**config.mk**
```make
export PLATFORM = sky130hd
export DESIGN_NAME = cnn_conv_stream_ctrl
export DESIGN_NICKNAME = d
export VERILOG_FILES = /design/src/rtl/cnn_ctrl_pkg.sv /design/src/rtl/cnn_beat_counter.sv /design/src/rtl/cnn_conv_stream_ctrl.sv
export SDC_FILE = /design/constraint.sdc
export NUM_CORES = 1
export LEC_CHECK = 0
export ABC_CLOCK_PERIOD_IN_PS = 2400
export CAP_MARGIN = 10
export CELL_PAD_IN_SITES_DETAIL_PLACEMENT = 1
export CELL_PAD_IN_SITES_GLOBAL_PLACEMENT = 1
export CORE_MARGIN = 1
export CORE_UTILIZATION = 29
export DETAILED_ROUTE_END_ITERATION = 10
export PLACE_DENSITY = 0.73
export SLEW_MARGIN = 15
export SYNTH_ARGS = -nofsm -noshare
export SYNTH_HDL_FRONTEND = slang
export SYNTH_SLANG_ARGS = --single-unit
export TNS_END_PERCENT = 10
```
**constraint.sdc**
```tcl
create_clock -name clk -period 2.4 [get_ports clk]
set_input_delay 0.48 -clock clk [delete_from_list [all_inputs] [get_ports clk]]
set_output_delay 0.48 -clock clk [all_outputs]
set_load 0.02 [all_outputs]
```
**src/rtl/cnn_ctrl_pkg.sv**
```systemverilog
// Shared definitions for the conv layer stream controllers: FSM encoding and
// the derived beat counts of a convolution layer.
package cnn_ctrl_pkg;

    typedef enum logic [2:0] {
        StIdle  = 3'd0,
        StLoadW = 3'd1,
        StLoadP = 3'd2,
        StDrain = 3'd3,
        StDone  = 3'd4
    } ctrl_state_e;

    function automatic int unsigned weight_num(input int unsigned cin, input int unsigned cout,
                                               input int unsigned kernel);
        return cin * cout * kernel * kernel;
    endfunction

    function automatic int unsigned pixel_num(input int unsigned cin, input int unsigned width,
                                              input int unsigned height);
        return cin * width * height;
    endfunction

    // Valid (unpadded) convolution: one output per kernel position per output channel.
    function automatic int unsigned out_num(input int unsigned width, input int unsigned height,
                                            input int unsigned kernel, input int unsigned cout);
        return (width - kernel + 1) * (height - kernel + 1) * cout;
    endfunction

endpackage

```
**src/rtl/cnn_beat_counter.sv**
```systemverilog
// Up-counter with clear, enable and a terminal-count compare; saturates at MAX_COUNT.
module cnn_beat_counter #(
    parameter int unsigned MAX_COUNT = 255,
    localparam int unsigned WIDTH = $clog2(MAX_COUNT + 1)
) (
    input  logic             clk,
    input  logic             reset,
    input  logic             clear,
    input  logic             en,
    input  logic [WIDTH-1:0] term,
    output logic [WIDTH-1:0] count,
    output logic             tc
);

    always_ff @(posedge clk) begin
        if (reset || clear) begin
            count <= '0;
        end else if (en && count != WIDTH'(MAX_COUNT)) begin
            count <= count + 1'b1;
        end
    end

    assign tc = (count == term);

endmodule

```
**src/rtl/cnn_conv_stream_ctrl.sv**
```systemverilog
// Streams weights then pixels from a synchronous-read buffer into one conv layer and
// counts its outputs, finishing with done (or done+error on a drain timeout).
module cnn_conv_stream_ctrl
    import cnn_ctrl_pkg::*;
#(
    parameter int unsigned DATA_WIDTH      = 32,
    parameter int unsigned ADDR_WIDTH      = 24,
    parameter int unsigned IMAGE_WIDTH     = 1224,
    parameter int unsigned IMAGE_HEIGHT    = 1224,
    parameter int unsigned CHANNEL_NUM_IN  = 3,
    parameter int unsigned CHANNEL_NUM_OUT = 64,
    parameter int unsigned KERNEL          = 7,
    parameter int unsigned OUT_NUM         = out_num(IMAGE_WIDTH, IMAGE_HEIGHT, KERNEL,
                                                     CHANNEL_NUM_OUT),
    parameter int unsigned WEIGHT_BASE     = 0,
    parameter int unsigned PIXEL_BASE      = 'h10000,
    parameter int unsigned TIMEOUT         = 65535
) (
    input  logic                  clk,
    input  logic                  reset,
    input  logic                  start,
    input  logic                  stall,
    output logic                  rd_en,
    output logic [ADDR_WIDTH-1:0] rd_addr,
    input  logic [DATA_WIDTH-1:0] rd_data,
    output logic                  valid_weight_in,
    output logic [DATA_WIDTH-1:0] weight_in,
    output logic                  valid_in,
    output logic [DATA_WIDTH-1:0] pxl_in,
    input  logic                  valid_out,
    output logic                  busy,
    output logic                  done,
    output logic                  error
);

    localparam int unsigned WEIGHT_NUM = weight_num(CHANNEL_NUM_IN, CHANNEL_NUM_OUT, KERNEL);
    localparam int unsigned PIXEL_NUM  = pixel_num(CHANNEL_NUM_IN, IMAGE_WIDTH, IMAGE_HEIGHT);
    localparam int unsigned ISSUE_MAX  = (WEIGHT_NUM > PIXEL_NUM) ? WEIGHT_NUM : PIXEL_NUM;
    localparam int unsigned ISSUE_W    = $clog2(ISSUE_MAX + 1);
    localparam int unsigned OUT_W      = $clog2(OUT_NUM + 1);
    localparam int unsigned IDLE_W     = $clog2(TIMEOUT + 1);
    localparam longint unsigned ADDR_SPAN = 64'd1 << ADDR_WIDTH;

    if ((64'(WEIGHT_BASE) + 64'(WEIGHT_NUM) > ADDR_SPAN) ||
        (64'(PIXEL_BASE) + 64'(PIXEL_NUM) > ADDR_SPAN)) begin : g_addr_check
        $error("cnn_conv_stream_ctrl: buffer region exceeds ADDR_WIDTH");
    end

    ctrl_state_e state_q, state_d;
    logic        fwd_valid_q, fwd_pixel_q;
    logic        err_q, err_d;

    logic                  start_ok, issue, issue_last, out_hit, idle_hit;
    logic [ISSUE_W-1:0]    issue_cnt, issue_term;
    logic [OUT_W-1:0]      out_cnt_unused;
    logic [IDLE_W-1:0]     idle_cnt_unused;
    logic [ADDR_WIDTH-1:0] base_addr;

    assign start_ok   = (state_q == StIdle) && start;
    assign issue      = ((state_q == StLoadW) || (state_q == StLoadP)) && !stall;
    assign issue_term = (state_q == StLoadP) ? ISSUE_W'(PIXEL_NUM - 1) : ISSUE_W'(WEIGHT_NUM - 1);

    // Cleared on the last issue of each phase so the pixel phase starts at index 0.
    cnn_beat_counter #(.MAX_COUNT(ISSUE_MAX)) u_issue_cnt (
        .clk   (clk),
        .reset (reset),
        .clear (start_ok || (issue && issue_last)),
        .en    (issue),
        .term  (issue_term),
        .count (issue_cnt),
        .tc    (issue_last)
    );

    cnn_beat_counter #(.MAX_COUNT(OUT_NUM)) u_out_cnt (
        .clk   (clk),
        .reset (reset),
        .clear (start_ok),
        .en    (valid_out && ((state_q == StLoadP) || (state_q == StDrain))),
        .term  (OUT_W'(OUT_NUM)),
        .count (out_cnt_unused),
        .tc    (out_hit)
    );

    cnn_beat_counter #(.MAX_COUNT(TIMEOUT)) u_idle_cnt (
        .clk   (clk),
        .reset (reset),
        .clear (valid_out || (state_q != StDrain)),
        .en    (1'b1),
        .term  (IDLE_W'(TIMEOUT)),
        .count (idle_cnt_unused),
        .tc    (idle_hit)
    );

    always_comb begin
        state_d = state_q;
        err_d   = err_q;
        case (state_q)
            StIdle: begin
                if (start) begin
                    state_d = StLoadW;
                    err_d   = 1'b0;
                end
            end
            StLoadW: if (issue && issue_last) state_d = StLoadP;
            StLoadP: if (issue && issue_last) state_d = StDrain;
            StDrain: begin
                if (out_hit) begin
                    state_d = StDone;
                    err_d   = 1'b0;
                end else if (idle_hit) begin
                    state_d = StDone;
                    err_d   = 1'b1;
                end
            end
            StDone:  state_d = StIdle;
            default: state_d = StIdle;
        endcase
    end

    always_ff @(posedge clk) begin
        if (reset) begin
            state_q     <= StIdle;
            err_q       <= 1'b0;
            fwd_valid_q <= 1'b0;
            fwd_pixel_q <= 1'b0;
        end else begin
            state_q     <= state_d;
            err_q       <= err_d;
            fwd_valid_q <= issue;
            fwd_pixel_q <= (state_q == StLoadP);
        end
    end

    always_comb begin
        base_addr       = (state_q == StLoadP) ? ADDR_WIDTH'(PIXEL_BASE) : ADDR_WIDTH'(WEIGHT_BASE);
        rd_en           = issue;
        rd_addr         = issue ? base_addr + ADDR_WIDTH'(issue_cnt) : '0;
        valid_weight_in = fwd_valid_q && !fwd_pixel_q;
        valid_in        = fwd_valid_q && fwd_pixel_q;
        weight_in       = valid_weight_in ? rd_data : '0;
        pxl_in          = valid_in ? rd_data : '0;
        busy            = (state_q == StLoadW) || (state_q == StLoadP) || (state_q == StDrain);
        done            = (state_q == StDone);
        error           = (state_q == StDone) && err_q;
    end

endmodule

```
---- Word-level counts from Yosys, hierarchy flattened ----
Index checks and enable logic that the tools add are counted.
word-level totals
  bits in registers ....................... 72
  bits in latches ......................... 0
  RAM bits ................................ 0
  bits in read-only memories .............. 0
  input port bits ......................... 37
  output and inout bits ................... 94
  memories kept ........................... 0
operators by class
  add/sub/neg operators ................... 4
  $mul .................................... 0
  div/mod/pow operators ................... 0
  $lt $le $gt $ge ......................... 0
  eq/ne operators ......................... 15
  shifts and indexed selects .............. 0
  mux-type cells .......................... 15
  bitwise gates (word level) .............. 0
  reductions and logical operators ........ 23
operators by type and width
  operator                 number
  $mux W32                 2
  $add A27 B1 Y27 const B  1
  $eq A27 B27 Y1 const B   1
  $ne A27 B27 Y1 const B   1
  $add A17 B23 Y24         1
  $mux W24                 1
  $add A23 B1 Y23 const B  1
  $eq A23 B23 Y1           1
  $mux W23                 1
  $ne A23 B23 Y1 const B   1
  $mux W17                 1
  $add A16 B1 Y16 const B  1
  $eq A16 B16 Y1 const B   1
  $ne A16 B16 Y1 const B   1
  $mux W3                  5
  $pmux W3 S4              1
  $logic_and A1 B1 Y1      9
  $logic_or A1 B1 Y1       8
  $eq A3 B2 Y1 const B     2
  $ne A2 B1 Y1 const B     2
  $reduce_and A4 Y1        1
  $eq A3 B1 Y1 const B     1
  $eq A3 B3 Y1 const B     1
  $logic_not A3 Y1         1
  8 further kinds          11

---- Depth between registers and ports, before layout ----
Gate-level depths: netlist (run 1).
  depth after elaboration ................. 6
  mapped depth ............................ 7

---- Hierarchy ----
Synthesis (run 1) repeated with hierarchy kept, for this count alone.
unflattened totals
  cell total of the unflattened synthesis .. 660
  area total of the unflattened synthesis .. 5,275.1 µm²
by module, submodules not included
  module                           instances  cells an instance  area each (µm²)  sequential area each (µm²)
  cnn_beat_counter at u_out_cnt    1          194                1,644.1          540.5
  cnn_beat_counter at u_issue_cnt  1          175                1,511.4          460.4
  cnn_conv_stream_ctrl             1          163                1,076.0          120.1
  cnn_beat_counter at u_idle_cnt   1          128                1,043.5          320.3

---- Least setup slack after synthesis (run 1) ----
OpenSTA, ideal clock, no wires.
  kind .................................... reg2out
  start ................................... register state_q[1]
  end ..................................... output port rd_addr[22]
  arrival ................................. 1.967 ns
  required time ........................... 1.920 ns
  setup slack ............................. -0.047 ns
  stages on the path, launching flop included .. 8
  path buffers ............................ 1
  cell sequence ........................... dfxtp_1 clkbuf_1 nor3b_1 ha_1 ha_1 nand2_1 or3_1 a21oi_1
on the way
  cells in the longest elaborated chain, start to end .. 4
  elaborated cells between the ends (all ways) .. 7
  classes of those cells .................. add/sub: 1; eq/ne: 2; mux: 2; reduce/logical: 2
ends and longest elaborated chain
  item                      line                         RTL
  start: declaration        cnn_conv_stream_ctrl.sv:49   ctrl_state_e state_q, state_d;
  start signal: assignment  cnn_conv_stream_ctrl.sv:122  state_q <= StIdle;
  start signal: assignment  cnn_conv_stream_ctrl.sv:127  state_q <= state_d;
  $eq A3 B2 Y1              cnn_conv_stream_ctrl.sv:135  base_addr = (state_q == StLoadP) ? ADDR_WIDTH'(PIXEL_BASE) : ADDR_WIDTH'(WEIGHT_BASE);
  $mux W17                  cnn_conv_stream_ctrl.sv:135
  named net base_addr[16]   cnn_conv_stream_ctrl.sv:57   logic [ADDR_WIDTH-1:0] base_addr;
  $add A17 B23 Y24          cnn_conv_stream_ctrl.sv:137  rd_addr = issue ? base_addr + ADDR_WIDTH'(issue_cnt) : '0;
  $mux W24                  cnn_conv_stream_ctrl.sv:137
  end: declaration          cnn_conv_stream_ctrl.sv:24   output logic [ADDR_WIDTH-1:0] rd_addr,
The timed path passes the listed nets, and every way through them passes these cells.

---- Final worst setup path (run 1) ----
  start ................................... register state_q[0]
  end ..................................... output port rd_addr[22]
The elaborated chain is that of the path after synthesis.

==> reports/qor.yml, run 1 <==
status:
  status: "finished, final reports clean"
drt:
  totalWireLength_mm: 13.7
  drc: 0
  initialDrtViolationCount: 115
  ant_nets: 0
  wl_per_cell_um: 16.0
  via_count: 4342
  dr.pass1.iters: 4
  vias_per_cell: 5.07
sta:
  fin_setup_tns_ns: 0
  tightest_slew_ns: 0.557
  setup_viol: 0
  hold_viol: 0
  relSlewSlack: 0.629
  finalClockSkew_ns: 0.00446
  hold_slack_ns: 0.493
  rsz0062_at_grt: "yes"
  period_share: 0.990
  finalCriticalPeriod_ns: 2.38
  final_max_slew_viol_count: 0
  max_freq_mhz: 421
die:
  dieArea_mm2: 0.0152
  ios: 131
  rows: 44
  die_x_um: 123
  coreArea_mm2: 0.0145
  die_h_um: 123
  initial_core_util: 0.295
cells_and_area:
  multi_input_area_mm2: 0.00269
  fin_cells: 856
  diodes: 0
  fin_util: 0.428
  register_area_mm2: 0.00144
  nFillCells: 1736
  drive_gt1_frac: 0.132
  nets: 714
  area_growth_pct: 45.1
synthesis:
  postSynthAreaPerCell_um2: 8.13
  synth-seq-area-share: 0.337
  netlist_instances: 526
  synth.cell_area_mm2: 0.00428
  async_flop_share: 0
  ys.flop_type: "dfxtp_1"
  synth-seq-cells: 72
  syn_nets: 570
  synth-edff-count: 0
  synth_cell_type_count: 49
  ys_warn_count: 0
critical_path:
  worstPathRequired_ns: 1.92
  slowest_stage: "or3_1"
  critical_path.max_fanout: 2
  rrSetupSlack_ns: 0.19
  crit_path_cell_trace: "nor3b_2 > ha_2 > ha_4 > nand2_2 > or3_1 > a21oi_2 > buf_4"
  worstSetupEndpointType: "output port"
  cp.arrival_ns: 1.90
  crit_path_start_kind: "register"
  criticalPathCategory: "register to output port"
  max_stage_delay_ns: 0.36
placement:
  dp_hpwl_mm: 10.4
  io_buffers: 130
  gp_congestion: 0.798
  dp_cells: 843
cts:
  h-tree-depth: 3
  cts_setup_buffers: 0
  cts_inserted_buffers: 9
  insertion_delay_ns: 0.33
  cts_sinks: 72
  tritoncts: "built"
  clkSlewWorstSetupHoldPaths_ns: 0.05
  cts_buffer_depth: 2
  clockRootBuffer: "clkbuf_16"
flow_run:
  drv_cap: 0
global_routing:
  grt_pass1_vias: 4401
  grt_max_degree: 34
  antenna_found_initial: 0
  grt_util_all_layers: 0.181
  grt_overflow: 0
  grt_pass1_wl_mm: 21.7
power:
  powerDensity_mw_per_mm2: 435
  irDropWorstVdd_mv: 0.295
  leakage_nw: 2.47
  power_w: 0.00270
min_path:
  hp-class: "register to register"
## cell usage after synthesis (all sizes together), types with 3 or more instances
cell type,n,share of area
o21ai,4,0.0056
xor2,34,0.071
nor4,6,0.012
o31ai,4,0.0070
or3,5,0.0085
clkbuf,25,0.022
and4,9,0.018
a21oi,9,0.011
mux2i,3,0.0070
dfxtp,72,0.34
and3,56,0.082
nor3,16,0.019
ha,7,0.020
nor4b,5,0.010
buf,4,0.011
inv,13,0.011
nor2,77,0.079
or4,7,0.012
nand2,31,0.027
nand4,21,0.031
nand3,27,0.032
xnor2,24,0.049
and2,41,0.060
o211ai,4,0.0070
## state kept, by name (all words and copies together) (netlist names)
| register | cells |
|---|---|
| err_q | 1 |
| state_q | 3 |
| fwd_valid_q | 1 |
| u_out_cnt.count | 27 |
| u_idle_cnt.count | 16 |
| fwd_pixel_q | 1 |
| u_issue_cnt.count | 23 |
## through the flow
stage	worst slack, ns	area (µm²)
floorplan	0.0481	4280
global placement	-0.132	5920
detailed placement	-0.144	5920
CTS	-0.105	6190
global route	-0.0838	6200
finish	0.0229	6200
## worst paths after layout
path,from,endpoint,depth (start not counted)
worst min register to register,u_out_cnt.count[26],u_out_cnt.count[26],2
worst max register to register,u_issue_cnt.count[22],u_issue_cnt.count[22],6
worst max-delay path,state_q[0],rd_addr[22],7
worst min-delay path,u_out_cnt.count[26],u_out_cnt.count[26],2
## power by group
group | switching, W | internal [W] | leakage [nW]
clock | 0.000474 | 0.000795 | 0.140
combinational | 0.000115 | 0.000113 | 1.75
sequential | 0.00000209 | 0.00120 | 0.580
total | 0.000590 | 0.00211 | 2.47
## worst max-delay path: cells and delay by family (launching register included)
family / cells / cell delay (ns)
compound gates: 1 / 0.13
simple gates: 3 / 0.61
flops: 1 / 0.32
buf+inv: 1 / 0.15
fa+ha+maj: 2 / 0.37
## cells by family after synthesis
logic type      Yosys count  share of synthesized area
compound gates           31                     0.0556
buf+inv                  42                     0.0445
xor+xnor                 58                      0.121
fa+ha+maj                 7                     0.0205
simple gates            313                      0.415
flops                    72                      0.337
mux                       3                    0.00702
## metal layers
layer	vias up	global-route usage	share of wire
met5	-	0	0
met4	0	0.0444	0.0062
met3	8	0.0480	0.062
met2	114	0.333	0.50
met1	2106	0.205	0.43
li1	2114	-	-
## final cells by class
class | count | share of cell area
clock buffers | 13 | 0.0452
multi-input cells | 412 | 0.433
well taps | 184 | 0.0371
flip-flops and latches | 72 | 0.233
inverters | 13 | 0.00787
repair buffers | 162 | 0.244
## layout by cell type (no fill, tap or decap), types with 3 or more instances in the layout
cell               n
a21oi_1            7
and2_1            41
and3_1            56
and4_1             9
buf_4             33
clkbuf_16          9
clkbuf_2           5
clkbuf_8           4
clkdlybuf4s50_1  102
dfxtp_1           71
dlygate4sd2_1     15
dlymetal6s2s_1     3
ha_1               5
inv_1             12
mux2i_1            3
nand2_1           30
nand3_1           27
nand4_1           21
nor2_1            58
nor2_2            19
nor3_1            15
nor4_1             4
nor4b_1            5
o211ai_1           4
o21ai_0            3
o31ai_1            4
or3_1              4
or4_1              7
xnor2_1           24
xor2_1            33
## repair_timing
item                       in CTS  in global routing
setup endpoints to repair      26                 41
gates cloned                    0                  0
pin swaps                       0                  5
gates resized for setup        35                 26
hold buffers                    0                  0
(Power assumes the default switching activity.)
==> run 2, diff against run 1 <==
--- a/config.mk
+++ b/config.mk
@@ -6,13 +6,12 @@
 export NUM_CORES = 1
 export LEC_CHECK = 0
 export ABC_CLOCK_PERIOD_IN_PS = 2400
-export CAP_MARGIN = 10
 export CELL_PAD_IN_SITES_DETAIL_PLACEMENT = 1
 export CELL_PAD_IN_SITES_GLOBAL_PLACEMENT = 1
 export CORE_MARGIN = 1
-export CORE_UTILIZATION = 29
+export CORE_UTILIZATION = 34
 export DETAILED_ROUTE_END_ITERATION = 10
-export PLACE_DENSITY = 0.73
+export PLACE_DENSITY = 0.83
 export SLEW_MARGIN = 15
 export SYNTH_ARGS = -nofsm -noshare
 export SYNTH_HDL_FRONTEND = slang
==> run 2 against run 1 <==
- the flow now finishes with violations (negative setup slack)
- register-to-register slack improved by 0.02 ns
- critical endpoint unchanged
- non-clock buffer count is 4 higher
- sequential share of layout area is 0.55 points lower
- maximum frequency is 2.0% lower
- largest power group unchanged
- clock-buffer cell count is 2 lower
- combinational power grew 6%
- core utilization rose by 9.7 points
- largest cell class unchanged
- clock skew is 0.0019 ns higher
- final cell count shrank 1.1%
- worst setup slack worse by 0.048 ns
- first-iteration DRC count grew 62%
- die area shrank 14%
==> reports/qor.yml, run 2 (synthesis results as in run 1) <==
sta:
  fin_ws_ns: -0.0252  # -0.0481 ns
  tightest_slew_ns: 0.560  # +0.00355 ns
  rsz0062_at_grt: "yes"
  max_freq_mhz: 412  # -2.0%
  relSlewSlack: 0.621  # -0.00725
  finalClockSkew_ns: 0.00641  # +0.00195 ns
  hold_viol: 0  # unchanged
  period_share: 1.01  # +0.0200
  final_max_slew_viol_count: 0  # unchanged
  fin_setup_tns_ns: -0.0261  # -0.0261 ns
  finalCriticalPeriod_ns: 2.43  # +0.0481 ns
  setup_viol: 2  # +2
cts:
  tritoncts: "built"
  cts_sinks: 72  # unchanged
  cts_setup_buffers: 0  # unchanged
  clkSlewWorstSetupHoldPaths_ns: 0.06  # about the same
  h-tree-depth: 3  # unchanged
  cts_inserted_buffers: 9  # unchanged
  insertion_delay_ns: 0.34  # about the same
  clockRootBuffer: "clkbuf_16"
  cts_buffer_depth: 2  # unchanged
die:
  die_h_um: 114  # -7.5%
  ios: 131  # unchanged
  dieArea_mm2: 0.0130  # -14%
  die_x_um: 114  # -7.5%
  rows: 40  # -9.1%
  initial_core_util: 0.353  # +0.0577
  coreArea_mm2: 0.0121  # -16%
drt:
  drc: 0  # unchanged
  wl_per_cell_um: 18.2  # +14%
  initialDrtViolationCount: 186  # +62%
  via_count: 4496  # +3.5%
  totalWireLength_mm: 15.4  # +13%
  dr.pass1.iters: 4  # unchanged
  vias_per_cell: 5.31  # +4.6%
  ant_nets: 0  # unchanged
cells_and_area:
  area_growth_pct: 48.7
  top_regs: "u_out_cnt.count: 27 flops, u_issue_cnt.count: 23 flops, u_idle_cnt.count: 16 flops"
  nets: 718  # +0.56%
  final_area_mm2: 0.00636  # +2.5%
  nFillCells: 1448  # -17%
  top_register: "u_out_cnt.count"
  largest_register_ffs: 27  # unchanged
  final_common_cell: "clkdlybuf4s50_1"
  final_cell_mix: "104 x clkdlybuf4s50_1, 70 x dfxtp_1, 58 x nor2_1"
  diodes: 0  # unchanged
  drive_gt1_frac: 0.141  # +0.00894
critical_path:
  cp.arrival_ns: 1.95  # +0.05 ns
  criticalPathCategory: "register to output port"
  critical_path.max_fanout: 2  # unchanged
  worstSetupEndpointType: "output port"
  crit_path_start_kind: "register"
  worstPathRequired_ns: 1.92  # about the same
power:
  leakage_nw: 2.51  # +1.4%
  powerDensity_mw_per_mm2: 491  # +13%
  irDropWorstVdd_mv: 0.306  # +3.9%
status:
  violations: "negative setup slack"
  status: "complete, but fails checks"
global_routing:
  grt_max_degree: 34  # unchanged
  grt_pass1_wl_mm: 24.5  # +13%
  grt_util_all_layers: 0.237  # +0.0565
  grt_pass1_vias: 4902  # +11%
  grt_overflow: 0  # unchanged
  antenna_found_initial: 0  # unchanged
placement:
  io_buffers: 130  # unchanged
  dp_hpwl_mm: 10.7  # +3.0%
  gp_congestion: 0.856  # +7.2%
  dpl_cell_area_mm2: 0.00595  # +0.38%
flow_run:
  drv_cap: 0  # unchanged
min_path:
  hp-class: "register to register"
[run 2: stage by stage]
step                      power, W   util  hold slack [ns]  worst slack (ns)  cells
after global routing       0.00321  0.525            0.541           -0.0838    847
after global placement     0.00146  0.491            0.475            -0.121    831
after floorplan            0.00133      -            0.462            0.0481    526
final                      0.00312  0.525            0.499           -0.0252    847
after CTS                  0.00314  0.521            0.502            -0.213    847
after detailed placement   0.00146  0.491            0.494            -0.180    831
[run 2: layer usage]
layer  global-route usage  wire, µm  vias to the layer above
met1                0.253      6020                     2177
met4                0.108       471                        0
li1                     -         -                     2124
met5                    0         0                        -
met2                0.452      8100                      158
met3               0.0429       817                       37
[run 2: cell type report]
class	count	area (µm²)	area share
clock inverters	5	128	0.0201
inverters	13	48.8	0.00767
well taps	168	210	0.0331
flip-flops and latches	72	1440	0.227
clock buffers	11	243	0.0382
repair buffers	166	1560	0.246
multi-input cells	412	2720	0.428
[run 2: what timing repair did]
action / CTS / global route
endpoints found under the setup margin: 26 / 29
hold buffers: 0 / 0
pin swaps: 0 / 5
gates resized for setup: 35 / 33
[run 2: path summary, 6_finish.rpt]
path	from	end	slack, ns	depth (start not counted)
hold / removal	u_out_cnt.count[26]	u_out_cnt.count[26]	0.50	2
setup / recovery	state_q[1]	rd_addr[22]	-0.03	7
hold reg to reg	u_out_cnt.count[26]	u_out_cnt.count[26]	0.50	2
setup reg to reg	u_issue_cnt.count[16]	u_issue_cnt.count[1]	0.21	7
[run 2: power by group]
| group | total, W | switching [W] | internal (W) | leakage [nW] |
|---|---|---|---|---|
| Clock | 0.00168 | 0.000528 | 0.00115 | 0.176 |
| Sequential | 0.00120 | 0.00000299 | 0.00120 | 0.581 |
| Combinational | 0.000241 | 0.000118 | 0.000122 | 1.75 |
| Total | 0.00312 | 0.000650 | 0.00247 | 2.51 |
[run 2: critical path, cell delays in order (launching register included)]
cell     delay, ns
dfxtp_2       0.34
nor3b_4       0.20
ha_2          0.23
ha_4          0.16
nand2_4       0.05
or3_4         0.37
a21oi_4       0.13
buf_6         0.13
==> run 3, diff against run 2 <==
--- a/config.mk
+++ b/config.mk
@@ -8,12 +8,14 @@
 export ABC_CLOCK_PERIOD_IN_PS = 2400
 export CELL_PAD_IN_SITES_DETAIL_PLACEMENT = 1
 export CELL_PAD_IN_SITES_GLOBAL_PLACEMENT = 1
-export CORE_MARGIN = 1
-export CORE_UTILIZATION = 34
+export CORE_MARGIN = 2
+export CORE_UTILIZATION = 37
 export DETAILED_ROUTE_END_ITERATION = 10
-export PLACE_DENSITY = 0.83
+export PLACE_DENSITY = 0.85
+export RECOVER_POWER = 100
 export SLEW_MARGIN = 15
 export SYNTH_ARGS = -nofsm -noshare
 export SYNTH_HDL_FRONTEND = slang
+export SYNTH_HIERARCHICAL = 1
 export SYNTH_SLANG_ARGS = --single-unit
 export TNS_END_PERCENT = 10
==> run 3 against run 2 <==
- the flow still finishes with violations (negative setup slack)
- die area grew 17%
- critical path depth is 1 higher
- non-clock buffer count grew 22
- first-iteration DRC count up 7.5%
- synthesized cell count rose by 25%
- via count increased by 28%
- critical endpoint unchanged
==> reports/qor.yml, run 3 <==
status:
  status: "complete, but fails checks"
  violations: "negative setup slack"
min_path:
  hp-start: "err_q"
  min_path_cells: 2  # unchanged
  hp-class: "register to register"
  whs_endpoint: "err_q"
global_routing:
  antenna_found_initial: 0  # unchanged
  grt_util_all_layers: 0.240  # +0.00263
  grt_pass1_vias: 5813  # +19%
  grt_overflow: 0  # unchanged
  grt_max_degree: 34  # unchanged
  grt_pass1_wl_mm: 28.9  # +18%
cells_and_area:
  drive_gt1_frac: 0.161  # +0.0197
  final_area_mm2: 0.00772  # +21%
  area_growth_pct: 46.3
  nets: 927  # +29%
  top_register: "u_out_cnt/count"
  fin_util: 0.556  # +0.0312
  diodes: 0  # unchanged
  largest_register_ffs: 27  # unchanged
  final_cell_mix: "99 x clkdlybuf4s50_1, 71 x buf_4, 69 x dfxtp_1"
  top_regs: "u_out_cnt/count: 27 flops, u_issue_cnt/count: 23 flops, u_idle_cnt/count: 16 flops"
  final_common_cell: "clkdlybuf4s50_1"
synthesis:
  synth.cell_area_mm2: 0.00528  # +23%
  synth_commonest_cells: "72 x dfxtp_1, 58 x and2_1, 54 x xnor2_1"
  synth-seq-cells: 72  # unchanged
  synth_most_common_cell: "dfxtp_1"
  async_flop_share: 0  # unchanged
  netlist_instances: 660  # +25%
  yosys.area.top_type: "dfxtp_1"
  synthTopCellsByArea: "dfxtp_1 27%, xnor2_1 9.0%, xor2_1 8.0%, and2_1 6.9%, and3_1 5.1%"
  ys_warn_count: 6  # +6
  ys.flop_type: "dfxtp_1"
  postSynthAreaPerCell_um2: 7.99  # -1.7%
  synth_top_area_frac: 0.273  # -0.0638
  synth-seq-area-share: 0.273  # -0.0638
  synth-edff-count: 0  # unchanged
  synth_cell_type_count: 63  # +29%
cts:
  tritoncts: "built"
  hold_buffers: 0  # unchanged
  insertion_delay_ns: 0.34  # about the same
  cts_inserted_buffers: 9  # unchanged
  h-tree-depth: 3  # unchanged
  clockRootBuffer: "clkbuf_16"
  cts_buffer_depth: 2  # unchanged
  cts_sinks: 72  # unchanged
  clkSlewWorstSetupHoldPaths_ns: 0.06  # about the same
placement:
  gp_congestion: 0.892  # +4.2%
  dp_hpwl_mm: 13.8  # +29%
  dp_slack_ns: -0.511  # -0.331 ns
  io_buffers: 130  # unchanged
  dpl_cell_area_mm2: 0.00729  # +23%
die:
  ios: 131  # unchanged
  dieArea_mm2: 0.0152  # +17%
  die_x_um: 123  # +8.1%
  initial_core_util: 0.380  # +0.0269
  coreArea_mm2: 0.0139  # +15%
  die_h_um: 123  # +8.1%
  rows: 43  # +7.5%
critical_path:
  crit_path_cell_trace: "nor3b_4 > buf_4 > ha_4 > ha_4 > nand3_2 > or3_4 > a21oi_2 > buf_6"
  critical_path.max_fanout: 2  # unchanged
  r2r_start: "state_q[0]"
  crit_top_cell: "ha_4"
  worstSetupEndpointType: "output port"
  crit_path_start_kind: "register"
  cp.arrival_ns: 2.11  # +0.16 ns
  crit_family: "simple AND/OR/NAND/NOR gates"
  worstPathRequired_ns: 1.92  # about the same
  max_stage_delay_ns: 0.35  # -0.02 ns
  crit_buf_inv: 2  # +1
  timing.rr.end: "u_issue_cnt/count[19]"
  slowest_stage: "or3_4"
  rrSetupSlack_ns: -0.14  # -0.35 ns
  rr_worst_depth: 13  # +6
  criticalPathCategory: "register to output port"
drt:
  drc: 0  # unchanged
  wl_met3_um: 984  # +20%
  top_layer_used: "met4"
  via_count: 5747  # +28%
  vias_per_cell: 5.38  # +1.4%
  wl_per_cell_um: 18.1  # -0.67%
  wl_met2_mm: 9.98  # +23%
  initialDrtViolationCount: 200  # +7.5%
  totalWireLength_mm: 19.3  # +25%
  wl_met1_mm: 7.99  # +33%
  ant_nets: 0  # unchanged
  dr.pass1.iters: 4  # unchanged
flow_run:
  drv_cap: 0  # unchanged
power:
  switching_power_w: 0.000744  # +15%
  clkPwrFrac: 0.470  # -0.068
  powerDensity_mw_per_mm2: 382  # -22%
  internal-power_w: 0.00220  # -11%
  power_w: 0.00295  # -5.5%
  irDropWorstVdd_mv: 0.277  # -9.7%
  combPwrFrac: 0.122  # +0.045
  switching_share: 0.252  # +0.0443
  leakage_nw: 3.21  # +28%
  seqPwrFrac: 0.408  # +0.023
sta:
  finalCriticalPeriod_ns: 2.59  # +0.170 ns
  final_max_slew_viol_count: 0  # unchanged
  hold_slack_ns: 0.472  # -0.0270 ns
  fin_ws_ns: -0.195  # -0.170 ns
  max_freq_mhz: 385  # -6.5%
  period_share: 1.08  # +0.0706
  relSlewSlack: 0.426  # -0.195
  rsz0062_at_grt: "yes"
  finalClockSkew_ns: 0.0133  # +0.00690 ns
  setup_viol: 28  # +26
  tightest_slew_ns: 0.853  # +0.292 ns
  hold_viol: 0  # unchanged
==> run 3: cell types whose count changed in the layout (fill, tap and decap cells not counted), moves of 12 or more <==
cell | before | now
and2_1 | 41 | 58
conb_1 | 0 | 65
nor2_2 | 19 | 3
a21oi_1 | 6 | 18
xor2_1 | 33 | 47
buf_4 | 34 | 71
and3_1 | 56 | 43
nor2_1 | 58 | 44
xnor2_1 | 24 | 53
dlygate4sd2_1 | 18 | 1
nor4_1 | 4 | 16
==> run 3: what timing repair did <==
action | in CTS | in global routing
resized for setup | 121 | 43
pin swaps | 9 | 6
setup buffers | 0 | 5
setup endpoints to repair | 49 | 51
endpoints found under the hold margin | 0 | 0
==> run 3: cell type report <==
| cell class | count | area [µm²] |
|---|---|---|
| Multi-Input combinational cell | 597 | 3970 |
| Fill cell | 1676 | 6160 |
| Clock inverter | 5 | 56.3 |
| Tap cell | 180 | 225 |
| Inverter | 15 | 56.3 |
| Timing Repair Buffer | 188 | 1730 |
| Sequential cell | 72 | 1450 |
| Clock buffer | 11 | 243 |
==> run 3: cells by family after synthesis <==
group / after synthesis / share of synthesized area
simple gates: 349 / 0.397
mux: 5 / 0.00949
xor+xnor: 102 / 0.169
other cells: 2 / 0.00142
fa+ha+maj: 7 / 0.0166
compound gates: 69 / 0.0859
buf+inv: 54 / 0.0467
flops: 72 / 0.273
==> run 3: how the worst max path moves through the flow <==
stage	slack, ns	endpoint	cells after the start	start
5_1_grt	-0.28	u_issue_cnt/count[5]	11	u_issue_cnt/count[21]
6_report	-0.19	rd_addr[22]	8	state_q[0]
3_3_place_gp	-0.48	rd_addr[11]	6	stall
2_1_floorplan	-0.09	u_issue_cnt/count[14]	13	state_q[2]
3_5_place_dp	-0.51	rd_addr[13]	6	stall
4_1_cts	-0.14	rd_addr[22]	7	state_q[2]
==> run 3: through the flow <==
stage / setup TNS, ns / std cells
after floorplan: -0.478 / 723
after global placement: -15.08 / 1047
after detailed placement: -16.97 / 1047
after CTS: -1.43 / 1063
after global routing: -6.80 / 1068
final: -2.69 / 1068
==> run 3: per-layer routing <==
layer  track usage  vias to the layer above
met5             0                        -
met4        0.0930                        0
met3        0.0374                       25
met2         0.441                      164
met1         0.277                     2817
li1              -                     2741
==> run 3: worst register-to-register path, cell delays in order, from the launching register on <==
cell	delay, ns
dfxtp_2	0.33
nor3b_4	0.24
buf_6	0.17
xor2_2	0.15
nor3_1	0.08
nand4_1	0.11
nor3_2	0.06
nor3b_4	0.16
nand2_2	0.09
o21ai_4	0.08
or2_4	0.31
buf_4	0.15
or4_1	0.49
nand2_1	0.07
==> run 3: power groups by stage <==
stage / clock [W] / combinational (W) / sequential, W
floorplan: 0 / 0.000176 / 0.00123
global placement: 0 / 0.000321 / 0.00123
detailed placement: 0 / 0.000338 / 0.00123
CTS: 0.00139 / 0.000345 / 0.00120
global route: 0.00146 / 0.000389 / 0.00120
finish: 0.00138 / 0.000361 / 0.00120
